$ cat src/rtl/world_clock_pkg.sv
`default_nettype none
// ============================================================================
//  Package     : world_clock_pkg
//  Description : Shared constants, day-shift encodings, FSM state type,
//                per-zone result record and reset offset table for the
//                multi-zone world-clock converter.
//  Revision    : 1.0 - initial release
// ============================================================================
package world_clock_pkg;

  localparam int MIN_PER_DAY = 1440;
  localparam int MIN_PER_HR  = 60;
  localparam int MIN_PER_QH  = 15;

  // Width of the signed minute-of-day working value. Covers
  // 23:59 + 63*15 = 2384 and 0:00 - 64*15 = -960 with margin.
  localparam int T_W = 13;

  localparam logic [1:0] DAY_SAME = 2'b00;
  localparam logic [1:0] DAY_NEXT = 2'b01;
  localparam logic [1:0] DAY_PREV = 2'b11;

  typedef enum logic [1:0] {
    IDLE   = 2'd0,
    SCAN   = 2'd1,
    DRAIN  = 2'd2,
    COMMIT = 2'd3
  } state_t;

  typedef struct packed {
    logic [6:0] hour;
    logic [6:0] min;
    logic [1:0] day;
  } zone_res_t;

  // Offset (quarter-hours) loaded into table entry idx on reset.
  function automatic int default_ofs(input int idx);
    case (idx)
      0:       return 8;    // +2:00
      1:       return -4;   // -1:00
      2:       return -56;  // -14:00
      3:       return -36;  // -9:00
      default: return 0;
    endcase
  endfunction

endpackage
`default_nettype wire

$ cat src/rtl/world_clock_zone_engine_wrap.sv
`default_nettype none
// ============================================================================
//  Module      : zone_time_wrap
//  Description : Folds a signed minute-of-day value back into one day and
//                splits it into hour / minute plus a day-shift code.
//                Purely combinational.
//  Ports       : t    in  T_W  signed minutes, |t - legal range| < 1 day
//                hour out 7    0..23
//                min  out 7    0..59
//                day  out 2    DAY_SAME / DAY_NEXT / DAY_PREV
//  Revision    : 1.0 - initial release
// ============================================================================
module zone_time_wrap
  import world_clock_pkg::*;
(
  input  logic signed [T_W-1:0] t,
  output logic [6:0]            hour,
  output logic [6:0]            min,
  output logic [1:0]            day
);

  localparam logic signed [T_W-1:0] c_day = T_W'(MIN_PER_DAY);
  localparam logic signed [T_W-1:0] c_hr  = T_W'(MIN_PER_HR);

  logic signed [T_W-1:0] w_adj;

  // A single correction is enough because the offset magnitude never
  // reaches a full day.
  always_comb begin
    w_adj = t;
    day   = DAY_SAME;
    if (t[T_W-1]) begin
      w_adj = t + c_day;
      day   = DAY_PREV;
    end else if (t >= c_day) begin
      w_adj = t - c_day;
      day   = DAY_NEXT;
    end
    hour = 7'(w_adj / c_hr);
    min  = 7'(w_adj % c_hr);
  end

endmodule
`default_nettype wire

$ cat src/rtl/world_clock_zone_engine.sv
`default_nettype none
// ============================================================================
//  Module      : world_clock_zone_engine
//  Description : Converts a latched local time into NUM_ZONES programmable
//                time zones (signed quarter-hour offsets) with a two-stage
//                pipeline, one zone per cycle, and commits the whole result
//                set at once for display through sel.
//  Ports       : clk, rst            clock, synchronous active-high reset
//                hour, min           local time (0..23, 0..59)
//                time_valid          pulse: sample time and start a scan
//                wr_en/wr_idx/wr_ofs offset table write port
//                sel                 zone shown on hour_w/min_w/day_w
//                hour_w/min_w/day_w  committed result of zone sel
//                busy, done          scan in progress / set committed
//                err                 sticky [0] illegal time, [1] busy hit
//  Revision    : 1.0 - initial release
// ============================================================================
module world_clock_zone_engine
  import world_clock_pkg::*;
#(
  parameter int NUM_ZONES = 4,
  parameter int OFS_W     = 7,
  parameter int IDX_W     = (NUM_ZONES > 1) ? $clog2(NUM_ZONES) : 1
) (
  input  logic             clk,
  input  logic             rst,
  input  logic [6:0]       hour,
  input  logic [6:0]       min,
  input  logic             time_valid,
  input  logic             wr_en,
  input  logic [IDX_W-1:0] wr_idx,
  input  logic [OFS_W-1:0] wr_ofs,
  input  logic [IDX_W-1:0] sel,
  output logic [6:0]       hour_w,
  output logic [6:0]       min_w,
  output logic [1:0]       day_w,
  output logic             busy,
  output logic             done,
  output logic [1:0]       err
);

  state_t                r_state;
  state_t                w_next;
  logic                  w_busy;
  logic                  w_done;
  logic                  w_legal;
  logic                  w_start;
  logic                  w_last_issue;

  logic [6:0]            r_hour;
  logic [6:0]            r_min;
  logic [IDX_W-1:0]      r_issue_idx;
  logic                  r_s1_valid;
  logic [IDX_W-1:0]      r_s1_idx;
  logic signed [T_W-1:0] r_s1_t;
  logic signed [T_W-1:0] w_ofs_ext;
  logic signed [T_W-1:0] w_base;
  logic signed [T_W-1:0] w_t;

  logic signed [OFS_W-1:0] r_table [NUM_ZONES];
  zone_res_t             r_work   [NUM_ZONES];
  zone_res_t             r_commit [NUM_ZONES];
  logic [6:0]            w_wrap_hour;
  logic [6:0]            w_wrap_min;
  logic [1:0]            w_wrap_day;
  logic [1:0]            r_err;

  assign w_legal      = (hour <= 7'd23) && (min <= 7'd59);
  // A new scan may also start straight out of COMMIT; the commit copy
  // happens on the same edge, before stage 2 touches the working array.
  assign w_start      = time_valid && w_legal &&
                        ((r_state == IDLE) || (r_state == COMMIT));
  assign w_last_issue = (r_issue_idx == IDX_W'(NUM_ZONES - 1));

  // ---------------------------------------------------------------- FSM
  always_ff @(posedge clk) begin
    if (rst) r_state <= IDLE;
    else     r_state <= w_next;
  end

  always_comb begin
    w_next = r_state;
    w_busy = 1'b0;
    w_done = 1'b0;
    case (r_state)
      IDLE: begin
        if (w_start) w_next = SCAN;
      end
      SCAN: begin
        w_busy = 1'b1;
        if (w_last_issue) w_next = DRAIN;
      end
      DRAIN: begin
        // The last zone sits in stage 1 during this cycle and retires
        // into the working array on the closing edge.
        w_busy = 1'b1;
        w_next = COMMIT;
      end
      COMMIT: begin
        w_done = 1'b1;
        w_next = w_start ? SCAN : IDLE;
      end
      default: w_next = IDLE;
    endcase
  end

  assign busy = w_busy;
  assign done = w_done;
  assign err  = r_err;

  // ------------------------------------------------ sample and issue
  always_ff @(posedge clk) begin
    if (rst) begin
      r_hour      <= '0;
      r_min       <= '0;
      r_issue_idx <= '0;
    end else if (w_start) begin
      r_hour      <= hour;
      r_min       <= min;
      r_issue_idx <= '0;
    end else if (r_state == SCAN) begin
      r_issue_idx <= r_issue_idx + 1'b1;
    end
  end

  always_ff @(posedge clk) begin
    if (rst) begin
      r_err <= '0;
    end else if (time_valid) begin
      if (w_busy)        r_err[1] <= 1'b1;
      else if (!w_legal) r_err[0] <= 1'b1;
    end
  end

  // --------------------------------------------------- offset table
  // Stage 1 reads the registered entry, so a write landing on the entry
  // being issued only shows up in the following scan.
  always_ff @(posedge clk) begin
    if (rst) begin
      for (int i = 0; i < NUM_ZONES; i++) r_table[i] <= OFS_W'(default_ofs(i));
    end else if (wr_en && (32'(wr_idx) < NUM_ZONES)) begin
      r_table[wr_idx] <= wr_ofs;
    end
  end

  // -------------------------------------------------------- stage 1
  assign w_ofs_ext = T_W'(r_table[r_issue_idx]);
  assign w_base    = $signed(T_W'(r_hour) * T_W'(MIN_PER_HR) + T_W'(r_min));
  assign w_t       = w_base + w_ofs_ext * $signed(T_W'(MIN_PER_QH));

  always_ff @(posedge clk) begin
    if (rst) begin
      r_s1_valid <= 1'b0;
      r_s1_idx   <= '0;
      r_s1_t     <= '0;
    end else begin
      r_s1_valid <= (r_state == SCAN);
      r_s1_idx   <= r_issue_idx;
      r_s1_t     <= w_t;
    end
  end

  // -------------------------------------------------------- stage 2
  zone_time_wrap u_wrap (
    .t    (r_s1_t),
    .hour (w_wrap_hour),
    .min  (w_wrap_min),
    .day  (w_wrap_day)
  );

  always_ff @(posedge clk) begin
    if (rst) begin
      for (int i = 0; i < NUM_ZONES; i++) r_work[i] <= '0;
    end else if (r_s1_valid) begin
      r_work[r_s1_idx] <= '{hour: w_wrap_hour, min: w_wrap_min, day: w_wrap_day};
    end
  end

  always_ff @(posedge clk) begin
    if (rst) begin
      for (int i = 0; i < NUM_ZONES; i++) r_commit[i] <= '0;
    end else if (r_state == COMMIT) begin
      for (int i = 0; i < NUM_ZONES; i++) r_commit[i] <= r_work[i];
    end
  end

  // --------------------------------------------------- display mux
  always_comb begin
    hour_w = '0;
    min_w  = '0;
    day_w  = '0;
    if (32'(sel) < NUM_ZONES) begin
      hour_w = r_commit[sel].hour;
      min_w  = r_commit[sel].min;
      day_w  = r_commit[sel].day;
    end
  end

endmodule
`default_nettype wire

$ cat config.mk
export PLATFORM = sky130hd
export DESIGN_NAME = world_clock_zone_engine
export DESIGN_NICKNAME = d
export VERILOG_FILES = /design/src/rtl/world_clock_pkg.sv /design/src/rtl/world_clock_zone_engine_wrap.sv /design/src/rtl/world_clock_zone_engine.sv
export SDC_FILE = /design/constraint.sdc
export NUM_CORES = 1
export LEC_CHECK = 0
export ABC_AREA = 1
export CAP_MARGIN = 25
export CORE_ASPECT_RATIO = 0.7
export CORE_MARGIN = 8
export CORE_UTILIZATION = 47
export CTS_CLUSTER_SIZE = 40
export DETAILED_ROUTE_END_ITERATION = 12
export PLACE_DENSITY_LB_ADDON = 0.1
export SETUP_SLACK_MARGIN = 0.3
export SYNTH_ARGS = -nofsm -noshare
export SYNTH_HDL_FRONTEND = slang
export SYNTH_HIERARCHICAL = 1
export SYNTH_SLANG_ARGS = --single-unit
$ cat constraint.sdc
create_clock -name clk -period 4.4 [get_ports clk]
set_input_delay 1.32 -clock clk [delete_from_list [all_inputs] [get_ports clk]]
set_output_delay 1.32 -clock clk [all_outputs]
set_load 0.005 [all_outputs]
# [Yosys cells after proc, flatten, opt, wreduce, memory -nomap -nowiden]
# Memories as Yosys holds them, arrays and structs flattened. A register that Yosys moved wholly into a read port is not among the register bits.
# Cells that the tools add are included.
[classes] addsub=5 multipliers=2 div_mod_pow=2 magnitude_cmp=3 n_eq_ne=6 n_mux=36 bitwise_logic=6 n_reduce_logical=12
[op_table] op="$mux 16" n=5
[op_table] op="$mux 7" n=5
[op_table] op="$mux 13" n=2
[op_table] op="$mux 1" n=16
[op_table] op="$reduce_or 16->1" n=1
[op_table] op="$mux 2" n=7
[op_table] op="$add 13x12->13" n=1
[op_table] op="$add 13x12->13 const B" n=1
[op_table] op="$add 13x7->13" n=1
[op_table] op="$div 13x7->13 const B" n=1
[op_table] op="$ge 13x12->1 const B" n=1
[op_table] op="$mod 13x7->13 const B" n=1
[op_table] op="$sub 13x12->13 const B" n=1
[op_table] op="$mul 7x5->12 const B" n=1
[op_table] op="$mul 7x4->11 const B" n=1
[op_table] op="$pmux 2 s4" n=1
[op_table] op="$le 7x5->1 const B" n=1
[op_table] op="$le 7x6->1 const B" n=1
[op_table] op="$reduce_or 7->1" n=1
[op_table] op="$eq 2x2->1 const B" n=3
[op_table] op="$ne 2x2->1 const B" n=2
[op_table] op="$or 1x1->1" n=4
[op_table] op="$reduce_and 2->1" n=2
[op_table] op="$reduce_or 2->1" n=2
[op_table] op="other kinds (7)" n=10
[word_totals] reg_bits=36 ramBits=156 in_bits=29 output_inout_bits=20 word_cells=84 mem_count=3
[memory_table] memory="r_commit" words=4 word_bits=16 rd=1 rd_clocked_by_memory_dff=0 wr=4 line="world_clock_zone_engine.sv:62" text="zone_res_t r_commit [NUM_ZONES];"
[memory_table] memory="r_work" words=4 word_bits=16 rd=4 rd_clocked_by_memory_dff=0 wr=4 line="world_clock_zone_engine.sv:61" text="zone_res_t r_work [NUM_ZONES];"
[memory_table] memory="r_table" words=4 word_bits=7 rd=1 rd_clocked_by_memory_dff=1 wr=4 line="world_clock_zone_engine.sv:60" text="logic signed [OFS_W-1:0] r_table [NUM_ZONES];"

# [Longest topological paths before layout]
[depth] ltp_word=6 ltp_mapped=50 mapped_depth_nobuf=50

# [Hierarchy]
# The synthesis kept the hierarchy.
[modules_own_cells] mod="world_clock_zone_engine" n_inst=1 cells_per_inst=967 area_each_um2=9658.0 seq_area_each_um2=5445.2
[modules_own_cells] mod="zone_time_wrap" n_inst=1 cells_per_inst=363 area_each_um2=1854.3 seq_area_each_um2=0.0

# [Least setup slack after synthesis]
# Ideal clock, no wire load.
[synth_timing] path_kind="flip-flop to flip-flop" from="register r_hour[4]" to="register r_s1_t[11]" setup_time_ps=115 t_arrival_ps=4547 required_ps=4285 path_slack_ps=-262 path_stages_with_launch=21 path_buffers=0 period_less_slack_ps=4662 path_cell_list="dfxtp_1 > inv_1 > fa_1 > fa_1 > inv_1 > ha_1 > a21oi_1 > nand2_1 > xor2_1 > fa_1 > inv_1 > fa_1 > inv_1 > ha_1 > ha_1 > inv_1 > o21ai_0 > a221oi_1 > nand3_1 > nand2_1 > nor2_1"
[synth_via] elab_chain_len=3
[synth_rtl] element="start, declared" line="world_clock_zone_engine.sv:50" text="logic [6:0] r_hour;"
[synth_rtl] element="start signal, assigned" line="world_clock_zone_engine.sv:118" text="r_hour <= hour;"
[synth_rtl] element="$mul 7x4->11" line="world_clock_zone_engine.sv:148" text="assign w_base = $signed(T_W'(r_hour) * T_W'(MIN_PER_HR) + T_W'(r_min));"
[synth_rtl] element="$add 13x7->13" line="world_clock_zone_engine.sv:148"
[synth_rtl] element="$add 13x12->13" line="world_clock_zone_engine.sv:149" text="assign w_t = w_base + w_ofs_ext * $signed(T_W'(MIN_PER_QH));"
[synth_rtl] element="end signal, assigned" line="world_clock_zone_engine.sv:159" text="r_s1_t <= w_t;"
[synth_rtl] element="end, declared" line="world_clock_zone_engine.sv:55" text="logic signed [T_W-1:0] r_s1_t;"
# No other way between the ends.
# A chain may end at the register's enable or synchronous reset.

==> results.py <==
metrics = {
    "logic_synthesis": {
        "synth_compound_area_share_pct": 7.83,
        "synthXorXnorAreaFrac_pct": 1.90,
        "synth_top_family_by_area": "simple AND/OR/NAND/NOR gates",
        "synth-seq-cells": 194,
        "synth_fa_ha_area_share_pct": 11.6,
        "avgSynthCellArea_um2": 8.66,
        "netlist_area_um2": 11500,
        "syn-num-nets": 1445,
        "synth-simple-area-share_pct": 21.5,
        "synth.area.mux_share_pct": 0,
        "ys_warn_count": 6,
        "ys_types": 44,
        "ys_seq_area_share_pct": 47.3,
        "syn_inst": 1330,
    },
    "clock_network": {
        "cts-buffers-inserted": 17,
        "cts_max_level": 4,
        "clk_pin_slew_ns": 0.07,
        "cts_root_buffer": "clkbuf_16",
        "holdBufCountCts": 0,
        "cts_max_path_buffers": 2,
        "clkLatencyLatePin_ns": 0.43,
        "cts_tree": "yes",
        "clock-sinks": 194,
    },
    "detailed_routing": {
        "post_drt_via_cell_ratio": 4.93,
        "vias": 9295,
        "drt-total-wl_um": 28900,
        "ant_nets": 0,
        "drt_iter0_drc": 727,
        "drc": 0,
        "dr.pass1.iters": 9,
        "wl_per_cell_um": 15.3,
    },
    "setup_path": {
        "rrSetupSlack_ns": -0.49,
        "critPathRequiredTime_ns": 4.59,
        "slowest_delay_ns": 0.33,
        "endpoint_kind": "flop",
        "slowest_stage": "dfxtp_2",
        "r2r_cells": 42,
        "critPathMostFrequentCell": "nand2_4",
        "path_buf_inv": 11,
        "cp.depth": 42,
        "start_kind": "flop",
        "path_max_fanout": 6,
        "r2r-start": "r_s1_t[6]",
        "crit_type": "reg -> reg",
        "r2r_end": "r_work[1][14]",
        "arrival_ns": 5.07,
        "critPathTopFamily": "simple AND/OR/NAND/NOR gates",
        "cp-startpoint": "r_s1_t[6]",
        "endpoint": "r_work[1][14]",
    },
    "job": {
        "timing.max_cap.violations": 0,
    },
    "grt": {
        "grt_use_total_pct": 19.5,
        "grt_overflow": 0,
        "antenna_found_initial": 0,
        "grt_max_degree": 65,
        "grt_pass1_vias": 9119,
        "grt_pass1_wl_um": 46600,
    },
    "timing": {
        "period_minus_slack_ns": 4.89,
        "slew_viol_final": 0,
        "hold_ws_ns": 0.482,
        "worst_slack_ns": -0.486,
        "rsz0062_at_grt": "true",
        "skew_ns": 0.00710,
        "hold_violations": 0,
        "fin_crit_sh_pct": 111,
        "tightest_slew_ns": 0.639,
        "setup_violations": 52,
        "max_freq_mhz": 205,
        "max_slew_margin_pct": 57.3,
    },
    "layout": {
        "final_common_cell": "nor2_1",
        "drive_gt1_share_pct": 29.2,
        "nNetsFinal": 1661,
        "fin_area_um2": 15200,
        "syn_to_final_growth_pct": 32.4,
        "mostFrequentLayoutCells": "229 x nor2_1, 201 x inv_1, 169 x nand2_1",
        "antennaDiodeCount": 0,
    },
    "die": {
        "core-area_um2": 24400,
        "start_util_pct": 47.2,
        "die_area_um2": 29800,
        "die_h_um": 147,
        "ioPinCount": 49,
        "die_x_um": 203,
        "rows": 48,
    },
    "placement": {
        "dp_hpwl_um": 19700,
        "port_buffers": 48,
        "gp_congestion": 0.871,
        "place_area_um2": 13600,
    },
    "outcome": {
        "violations": "setup timing",
        "outcome": "finished, violations left",
    },
    "worst_hold_path": {
        "hold_class": "reg -> reg",
        "hp-start": "err[0]",
    },
}
## through the flow
stage	std cells	TNS (ns)	worst slack, ns	util [%]
final	1884	-18.93	-0.486	62.5
after detailed placement	1814	-15.93	-0.431	55.9
after floorplan	1330	0	0.117	-
after CTS	1871	-5.21	-0.200	60.6
after global routing	1884	-33.22	-0.764	62.5
after global placement	1814	-10.74	-0.311	55.9
## flip-flops by register name, indices dropped and copies added (netlist names), named ones only
register and count:
r_issue_idx 2, r_table 28, r_hour 7, r_state 2
r_min 7, r_commit 64, r_s1_valid 1, r_s1_idx 2
r_s1_t 13, r_work 64, err 2
## metal layers
metal	global-route usage (%)	vias to the layer above	wire, um
met5	0	-	0
met4	3.94	0	240
met3	3.01	20	1570
met2	28.2	213	12400
met1	30.2	4395	14600
li1	-	4667	-
## cell type report
cell class / instances / area (um2)
Clock buffer: 18 / 429
Clock inverter: 14 / 128
Sequential cell: 194 / 5460
Multi-Input combinational cell: 840 / 5790
Inverter: 262 / 1000
Tap cell: 325 / 407
Timing Repair Buffer: 231 / 2020
Fill cell: 2094 / 9150
## worst min path at each step
stage                        endpoint  cells past startpoint  slack [ns]
after floorplan           r_s1_idx[1]                      2        0.43
after global placement         err[1]                      2        0.45
after detailed placement       err[0]                      2        0.47
after CTS                      err[0]                      2        0.48
after global routing           err[0]                      2        0.51
final                          err[0]                      2        0.48
## synthesized netlist by cell type (all sizes together)
library cell  instances  share of area (%)
a21o                  1              0.065
o22ai                17               0.92
edfxtp              156                 41
o31ai                 1              0.065
nand2               232                8.3
buf                  13               0.62
a21oi                37                1.6
o21bai                5               0.36
ha                   51                5.5
dfxtp                38                6.6
a31oi                 4               0.22
nor3                  8               0.39
clkinv                2              0.076
nand3b                1              0.065
inv                 260                8.5
a221oi                1              0.076
xnor2                 6               0.46
a32oi                 5               0.38
xor2                 19                1.4
clkbuf               21               0.68
o211ai                1              0.065
fa                   35                6.1
nor2                253                8.5
nand3                64                3.3
o21a                  2               0.13
nand4                 9               0.62
o21ai                83                3.9
or2                   5               0.27
## what timing repair did
action | 4_1_cts | 5_1_grt
buffers inserted | 23 | 13
endpoints found under the setup margin | 70 | 64
pin swaps | 94 | 52
cloned | 2 | 0
gates resized for setup | 114 | 97
## tightest hold or removal path: stages, from the launching register on
cell and delay (ns):
dfxtp_1 0.33, a21oi_1 0.05, nor2_1 0.07
## cells by family (layout without fill, tap and decap cells)
kind of cell	count (synthesis)	count (layout)
AO/OA/AOI/OAI	157	157
XOR/XNOR	25	25
adder cells (fa/ha/maj)	86	86
buffers and inverters	296	525
flip-flops	194	194
AND/OR/NAND/NOR	572	572
Power is not shown: default switching activity piles up to over one toggle a cycle in this logic, so the estimate is an artifact.
